**src/rtl/brownout_filt_nch_if.sv**
```systemverilog
// Bundle of the brownout back end's control inputs and status outputs.
// The slave modport is the block's view; the master modport is the driving side.
interface brownout_filt_nch_if #(
   parameter int NCH   = 2,
   parameter int CNT_W = 8
);
   logic             ena;
   logic [2:0]       otrip;
   logic [2:0]       vtrip;
   logic [NCH-1:0]   cmp_in;
   logic [CNT_W-1:0] filt_set;
   logic [CNT_W-1:0] filt_clr;
   logic             sticky_clr;
   logic [7:0]       otrip_decoded;
   logic [7:0]       vtrip_decoded;
   logic [NCH-1:0]   brout_filt;
   logic             out;
   logic [NCH-1:0]   sticky;
   logic             ready;

   modport master (
      output ena, otrip, vtrip, cmp_in, filt_set, filt_clr, sticky_clr,
      input  otrip_decoded, vtrip_decoded, brout_filt, out, sticky, ready
   );

   modport slave (
      input  ena, otrip, vtrip, cmp_in, filt_set, filt_clr, sticky_clr,
      output otrip_decoded, vtrip_decoded, brout_filt, out, sticky, ready
   );
endinterface

```
**src/rtl/brownout_filt_nch.sv**
```systemverilog
// Brownout back end: per-channel synchronisers, assert/release deglitch filters,
// startup blanking, sticky trip flags and registered one-hot trip-tap decodes.
module brownout_filt_nch #(
   parameter int NCH         = 2,
   parameter int CNT_W       = 8,
   parameter int SYNC_STAGES = 2,
   parameter int BLANK_CYC   = 16
) (
   input logic                osc_ck,
   input logic                resetb,
   brownout_filt_nch_if.slave bus
);

   localparam int BW = (BLANK_CYC > 0) ? $clog2(BLANK_CYC + 1) : 1;
   localparam logic [CNT_W:0] ONE_W = 1;

   typedef enum logic [1:0] {
      OFF    = 2'd0,
      BLANK  = 2'd1,
      ACTIVE = 2'd2
   } state_t;

   state_t                 state_q, state_d;
   logic [BW-1:0]          blank_q, blank_d;
   logic [SYNC_STAGES-1:0] sync_q [NCH];
   logic [NCH-1:0]         s;
   logic [CNT_W-1:0]       cnt_q [NCH];
   logic [CNT_W-1:0]       cnt_d [NCH];
   logic [CNT_W-1:0]       nSet, nClr;
   logic [NCH-1:0]         brout_q, brout_d;
   logic [NCH-1:0]         sticky_q, sticky_d;
   logic                   ready_q, ready_d;
   logic [7:0]             odec_q, odec_d;
   logic [7:0]             vdec_q, vdec_d;

   always_ff @(posedge osc_ck) begin
      if (!resetb) begin
         state_q <= OFF;
         blank_q <= '0;
      end else begin
         state_q <= state_d;
         blank_q <= blank_d;
      end
   end

   // The blank counter sits at zero for one full cycle before ACTIVE is entered.
   always_comb begin
      state_d = state_q;
      blank_d = blank_q;
      if (!bus.ena) begin
         state_d = OFF;
         blank_d = '0;
      end else begin
         case (state_q)
            OFF: begin
               if (BLANK_CYC == 0) begin
                  state_d = ACTIVE;
               end else begin
                  state_d = BLANK;
                  blank_d = BW'(BLANK_CYC);
               end
            end
            BLANK: begin
               if (blank_q == '0) begin
                  state_d = ACTIVE;
               end else begin
                  blank_d = blank_q - BW'(1);
               end
            end
            ACTIVE:  state_d = ACTIVE;
            default: state_d = OFF;
         endcase
      end
   end

   always_comb begin
      ready_d = (state_d == ACTIVE);
      odec_d  = (state_d != OFF) ? (8'd1 << bus.otrip) : 8'd0;
      vdec_d  = (state_d != OFF) ? (8'd1 << bus.vtrip) : 8'd0;
   end

   always_ff @(posedge osc_ck) begin
      for (int i = 0; i < NCH; i++) begin
         if (!resetb) begin
            sync_q[i] <= '0;
         end else begin
            sync_q[i] <= {sync_q[i][SYNC_STAGES-2:0], bus.cmp_in[i]};
         end
      end
   end

   // A zero filter length behaves as one so a single sample can still switch a channel.
   always_comb begin
      nSet = (bus.filt_set == '0) ? CNT_W'(1) : bus.filt_set;
      nClr = (bus.filt_clr == '0) ? CNT_W'(1) : bus.filt_clr;
      for (int i = 0; i < NCH; i++) begin
         s[i]       = sync_q[i][SYNC_STAGES-1];
         cnt_d[i]   = '0;
         brout_d[i] = brout_q[i];
         if (state_q == ACTIVE && bus.ena) begin
            if (s[i] != brout_q[i]) begin
               if (({1'b0, cnt_q[i]} + ONE_W) >= {1'b0, (brout_q[i] ? nClr : nSet)}) begin
                  brout_d[i] = ~brout_q[i];
               end else begin
                  cnt_d[i] = cnt_q[i] + CNT_W'(1);
               end
            end
         end else begin
            brout_d[i] = 1'b0;
         end
      end
      sticky_d = (bus.sticky_clr ? '0 : sticky_q) | (brout_d & ~brout_q);
   end

   always_ff @(posedge osc_ck) begin
      if (!resetb) begin
         brout_q  <= '0;
         sticky_q <= '0;
         ready_q  <= 1'b0;
         odec_q   <= '0;
         vdec_q   <= '0;
         for (int i = 0; i < NCH; i++) begin
            cnt_q[i] <= '0;
         end
      end else begin
         brout_q  <= brout_d;
         sticky_q <= sticky_d;
         ready_q  <= ready_d;
         odec_q   <= odec_d;
         vdec_q   <= vdec_d;
         for (int i = 0; i < NCH; i++) begin
            cnt_q[i] <= cnt_d[i];
         end
      end
   end

   assign bus.brout_filt    = brout_q;
   assign bus.out           = |brout_q;
   assign bus.sticky        = sticky_q;
   assign bus.ready         = ready_q;
   assign bus.otrip_decoded = odec_q;
   assign bus.vtrip_decoded = vdec_q;

endmodule

```
**src/flat_wrapper.sv**
```systemverilog
// flat-port wrapper written by rule: the top's interface ports become plain ports
module brownout_filt_nch_flat 
#(
   parameter int NCH         = 2,
   parameter int CNT_W       = 8,
   parameter int SYNC_STAGES = 2,
   parameter int BLANK_CYC   = 16
)
  (osc_ck, resetb, bus_ena, bus_otrip, bus_vtrip, bus_cmp_in, bus_filt_set, bus_filt_clr, bus_sticky_clr, bus_otrip_decoded, bus_vtrip_decoded, bus_brout_filt, bus_out, bus_sticky, bus_ready);
  brownout_filt_nch_if #(.NCH(NCH), .CNT_W(CNT_W)) bus_i ();
  input logic osc_ck;
  input logic resetb;
  input wire logic [$bits(bus_i.ena)-1:0] bus_ena;
  input wire logic [$bits(bus_i.otrip)-1:0] bus_otrip;
  input wire logic [$bits(bus_i.vtrip)-1:0] bus_vtrip;
  input wire logic [$bits(bus_i.cmp_in)-1:0] bus_cmp_in;
  input wire logic [$bits(bus_i.filt_set)-1:0] bus_filt_set;
  input wire logic [$bits(bus_i.filt_clr)-1:0] bus_filt_clr;
  input wire logic [$bits(bus_i.sticky_clr)-1:0] bus_sticky_clr;
  output wire logic [$bits(bus_i.otrip_decoded)-1:0] bus_otrip_decoded;
  output wire logic [$bits(bus_i.vtrip_decoded)-1:0] bus_vtrip_decoded;
  output wire logic [$bits(bus_i.brout_filt)-1:0] bus_brout_filt;
  output wire logic [$bits(bus_i.out)-1:0] bus_out;
  output wire logic [$bits(bus_i.sticky)-1:0] bus_sticky;
  output wire logic [$bits(bus_i.ready)-1:0] bus_ready;
  assign bus_i.ena = bus_ena;
  assign bus_i.otrip = bus_otrip;
  assign bus_i.vtrip = bus_vtrip;
  assign bus_i.cmp_in = bus_cmp_in;
  assign bus_i.filt_set = bus_filt_set;
  assign bus_i.filt_clr = bus_filt_clr;
  assign bus_i.sticky_clr = bus_sticky_clr;
  assign bus_otrip_decoded = bus_i.otrip_decoded;
  assign bus_vtrip_decoded = bus_i.vtrip_decoded;
  assign bus_brout_filt = bus_i.brout_filt;
  assign bus_out = bus_i.out;
  assign bus_sticky = bus_i.sticky;
  assign bus_ready = bus_i.ready;
  brownout_filt_nch #(.NCH(NCH), .CNT_W(CNT_W), .SYNC_STAGES(SYNC_STAGES), .BLANK_CYC(BLANK_CYC)) u_core (.osc_ck(osc_ck), .resetb(resetb), .bus(bus_i));
endmodule
```
**config.mk**
```make
export PLATFORM = sky130hd
export DESIGN_NAME = brownout_filt_nch_flat
export DESIGN_NICKNAME = d
export VERILOG_FILES = /design/src/rtl/brownout_filt_nch_if.sv /design/src/rtl/brownout_filt_nch.sv /design/src/flat_wrapper.sv
export SDC_FILE = /design/constraint.sdc
export NUM_CORES = 1
export LEC_CHECK = 0
export ABC_CLOCK_PERIOD_IN_PS = 2150
export CORE_MARGIN = 2
export CORE_UTILIZATION = 45
export DETAILED_ROUTE_END_ITERATION = 6
export GPL_ROUTABILITY_DRIVEN = 0
export PLACE_DENSITY_LB_ADDON = 0.25
export SETUP_SLACK_MARGIN = 0.4
export SLEW_MARGIN = 15
export SYNTH_ARGS = -nofsm -noshare
export SYNTH_HDL_FRONTEND = slang
export SYNTH_SLANG_ARGS = --single-unit
```
**constraint.sdc**
```tcl
create_clock -name osc_ck -period 2.15 [get_ports osc_ck]
set_input_delay 0.3225 -clock osc_ck [delete_from_list [all_inputs] [get_ports osc_ck]]
set_output_delay 0.3225 -clock osc_ck [all_outputs]
set_load 0.03 [all_outputs]
```
==> flow_summary.toml, run 1 <==
[pwr]
total_power_mw = 1.79
irDropWorstVdd_v = 0.000512
clkPwrFrac_pct = 38.9
pwr-share-comb_pct = 10.6
seqPwrFrac_pct = 50.5
p_sw_share_pct = 23.0
leakage_nw = 1.45
p_per_area_nw_per_um2 = 505
p_switching_mw = 0.410
p_int_mw = 1.38

[sta]
min_period_ns = 2.22
layout_setup_ws_ns = -0.0675
rsz0062_at_grt = "true"
relSlewSlack_pct = 76.5
tightestPinTransition_ns = 0.351
slew_violations = 0
post-route-period-util_pct = 103
hold_violations = 0
skew_ns = 0.0110
timing.fmax_mhz = 451
hold_ws_ns = 0.444
finalSetupTns_ns = -0.228
finalSetupViolCount = 8

[critical_path]
worstPathMaxFanout = 3
slowest_stage = "dfxtp_4"
setup.worst_path.start_class = "register"
critPathMaxStageDelay_ns = 0.38
crit_required_ns = 2.37
worstPathCellList = "ha_4 > nand3_4 > nor2_2 > xor2_1 > ha_1 > a21o_1 > a221oi_4 > o211ai_1 > buf_4 > mux2i_1"
ff2ff_path_depth = 10
path_class = "reg -> reg"
critPathCaptureType = "register"
cp.arrival_ns = 2.44

[layout]
syn_to_final_growth_pct = 55.4
final_util_pct = 74.0
n_fill_cell = 338
drive_gt1_share_pct = 28.7
fin_nets = 380
seqCellArea_sq_um = 993
multi_input_area_sq_um = 1510
final_cells = 401
antennaDiodeCount = 0
design_area_sq_um = 3540

[place]
dp_slack_ns = -0.489
io_buffers = 49
dp_hpwl_microns = 3730
placedCellCount = 375
placed_area_sq_um = 3120

[route]
first_pass_iters = 4
drtAntennaViolNets = 0
drc_errors = 0
dr_total_vias = 1999
drt-initial-drc-count = 74
routed_wl_microns = 5400
viasPerCell = 4.99
wire_per_inst_microns = 13.5

[grt]
grt_max_degree = 17
track_usage_pct = 19.7
grt_pass1_wl_microns = 8430
grt_remaining_overflow = 0
antenna_found_initial = 0
grt_pass1_vias = 1983

[floorplanning]
die_w_microns = 75.1
start_util_pct = 47.6
fp-row-count = 25
die_area_sq_um = 5650
die_height_microns = 75.1
core_area_sq_um = 4790
io_pins = 50

[logic_synthesis]
synth_area_per_cell_sq_um = 9.57
ys_types = 38
synthTopCellsByArea = "dfxtp_1, ha_1, mux2i_1, nor2b_1, nor2_1"
netlist_area_sq_um = 2280
synth_top_area_share_pct = 42.2
ys_ff_latch = 48
yosys-top-cells-count = "dfxtp_1, nor2_1, ha_1"
synth_most_common_cell = "dfxtp_1"
async_flop_share_pct = 0
yosysSeqAreaShare_pct = 42.2
ys.flop_type = "dfxtp_1"
yosys.area.top_type = "dfxtp_1"
syn_inst = 238
synth_edf_count = 0
synth_nets = 285
ys_warn_count = 0

[cts]
clock_latency_ns = 0.31
cts_tree = "yes"
path_clk_slew_ns = 0.09
clock_path_buffers = 2
clock_sinks = 48
cts_root_buffer = "clkbuf_8"
numCtsBuffers = 5
htreeDepth = 2

[run_status]
status = "finished with violations"
violations = "negative setup slack"

[min_path]
hold_class = "reg -> reg"
worstHoldPathCells = 1

[flow_run]
cap_violations = 0
==> cells in the final DEF (no fill, tap or decap), types with 3 or more instances in the layout <==
cell,instances
dlymetal6s2s_1,4
ha_1,15
buf_4,41
a21o_1,4
nor2_1,23
dfxtp_1,34
a21oi_1,8
clkbuf_8,5
dlygate4sd2_1,4
clkdlybuf4s50_1,39
and2_1,5
o21ai_0,3
xnor2_1,5
xor2_1,6
nor3_1,7
nand2b_1,10
mux2i_1,18
dfxtp_4,6
nand2_1,15
ha_4,4
nor2b_1,15
dfxtp_2,8
inv_1,4
nand3_4,3
==> power by group through the flow <==
| stage | Clock (mW) | Sequential (mW) | Combinational, mW |
|---|---|---|---|
| 2_1_floorplan | 0 | 0.937 | 0.0631 |
| 3_3_place_gp | 0 | 0.927 | 0.178 |
| 3_5_place_dp | 0 | 0.928 | 0.180 |
| 4_1_cts | 0.711 | 0.906 | 0.185 |
| 5_1_grt | 0.754 | 0.904 | 0.208 |
| 6_report | 0.695 | 0.902 | 0.190 |
==> what timing repair did <==
action / CTS / global route
gates resized for setup: 21 / 29
endpoints found under the setup margin: 24 / 22
hold buffers: 0 / 0
setup buffers: 13 / 5
pin swaps: 18 / 18
==> critical path, delay by kind of cell (launching register included) <==
family	cells	cell delay (ns)
mux	1	0.16
compound gates	3	0.61
simple gates	2	0.17
flops	1	0.38
xor+xnor	1	0.23
fa+ha+maj	2	0.43
buf+inv	1	0.16
==> routing by layer <==
| layer | track usage (%) | vias up | wire length (microns) |
|---|---|---|---|
| li1 | - | 1031 | - |
| met1 | 23.8 | 911 | 2370 |
| met2 | 31.8 | 49 | 2530 |
| met3 | 7.50 | 8 | 412 |
| met4 | 7.99 | 0 | 93 |
| met5 | 0 | - | 0 |
==> area by class of cell <==
type | instances | area share, %
inverter | 5 | 0.530
clock inverter | 1 | 0.247
tap | 67 | 2.37
timing repair buffer | 91 | 22.7
multi-input combinational | 182 | 42.7
clock buffer | 7 | 3.36
sequential | 48 | 28.1
==> kinds of logic after synthesis <==
group | after synthesis | share of synthesized area [%]
buffers and inverters | 8 | 1.32
AO/OA/AOI/OAI | 32 | 9.89
AND/OR/NAND/NOR | 99 | 22.9
XOR/XNOR | 14 | 5.38
adder cells (fa/ha/maj) | 19 | 10.4
flip-flops | 48 | 42.2
multiplexers | 18 | 7.91
==> state kept, by name, summed over array words and instances (netlist names) <==
signal and flops:
u_core.sync_q 4, u_core.bus.otrip_decoded 8, u_core.bus.sticky 2, u_core.state_q 2
u_core.blank_q 5, u_core.bus.ready 1, u_core.bus.brout_filt 2, u_core.cnt_q 16
u_core.bus.vtrip_decoded 8
==> path summary, 6_finish.rpt <==
check / startpoint / end / slack (ns)
min: u_core.sync_q[0][0] / u_core.sync_q[0][1] / 0.44
min reg2reg: u_core.sync_q[0][0] / u_core.sync_q[0][1] / 0.44
max reg2reg: u_core.cnt_q[0][1] / u_core.bus.brout_filt[0] / -0.07
max: u_core.cnt_q[0][1] / u_core.bus.brout_filt[0] / -0.07
No activity file was read; power rests on OpenSTA's default activity.
==> inputs of run 2 (changes only) <==
Settings changed: CTS_CLUSTER_SIZE set to 30.
==> results of run 2 <==
No change in the layout: final DEF, timing and power equal those of run 1.
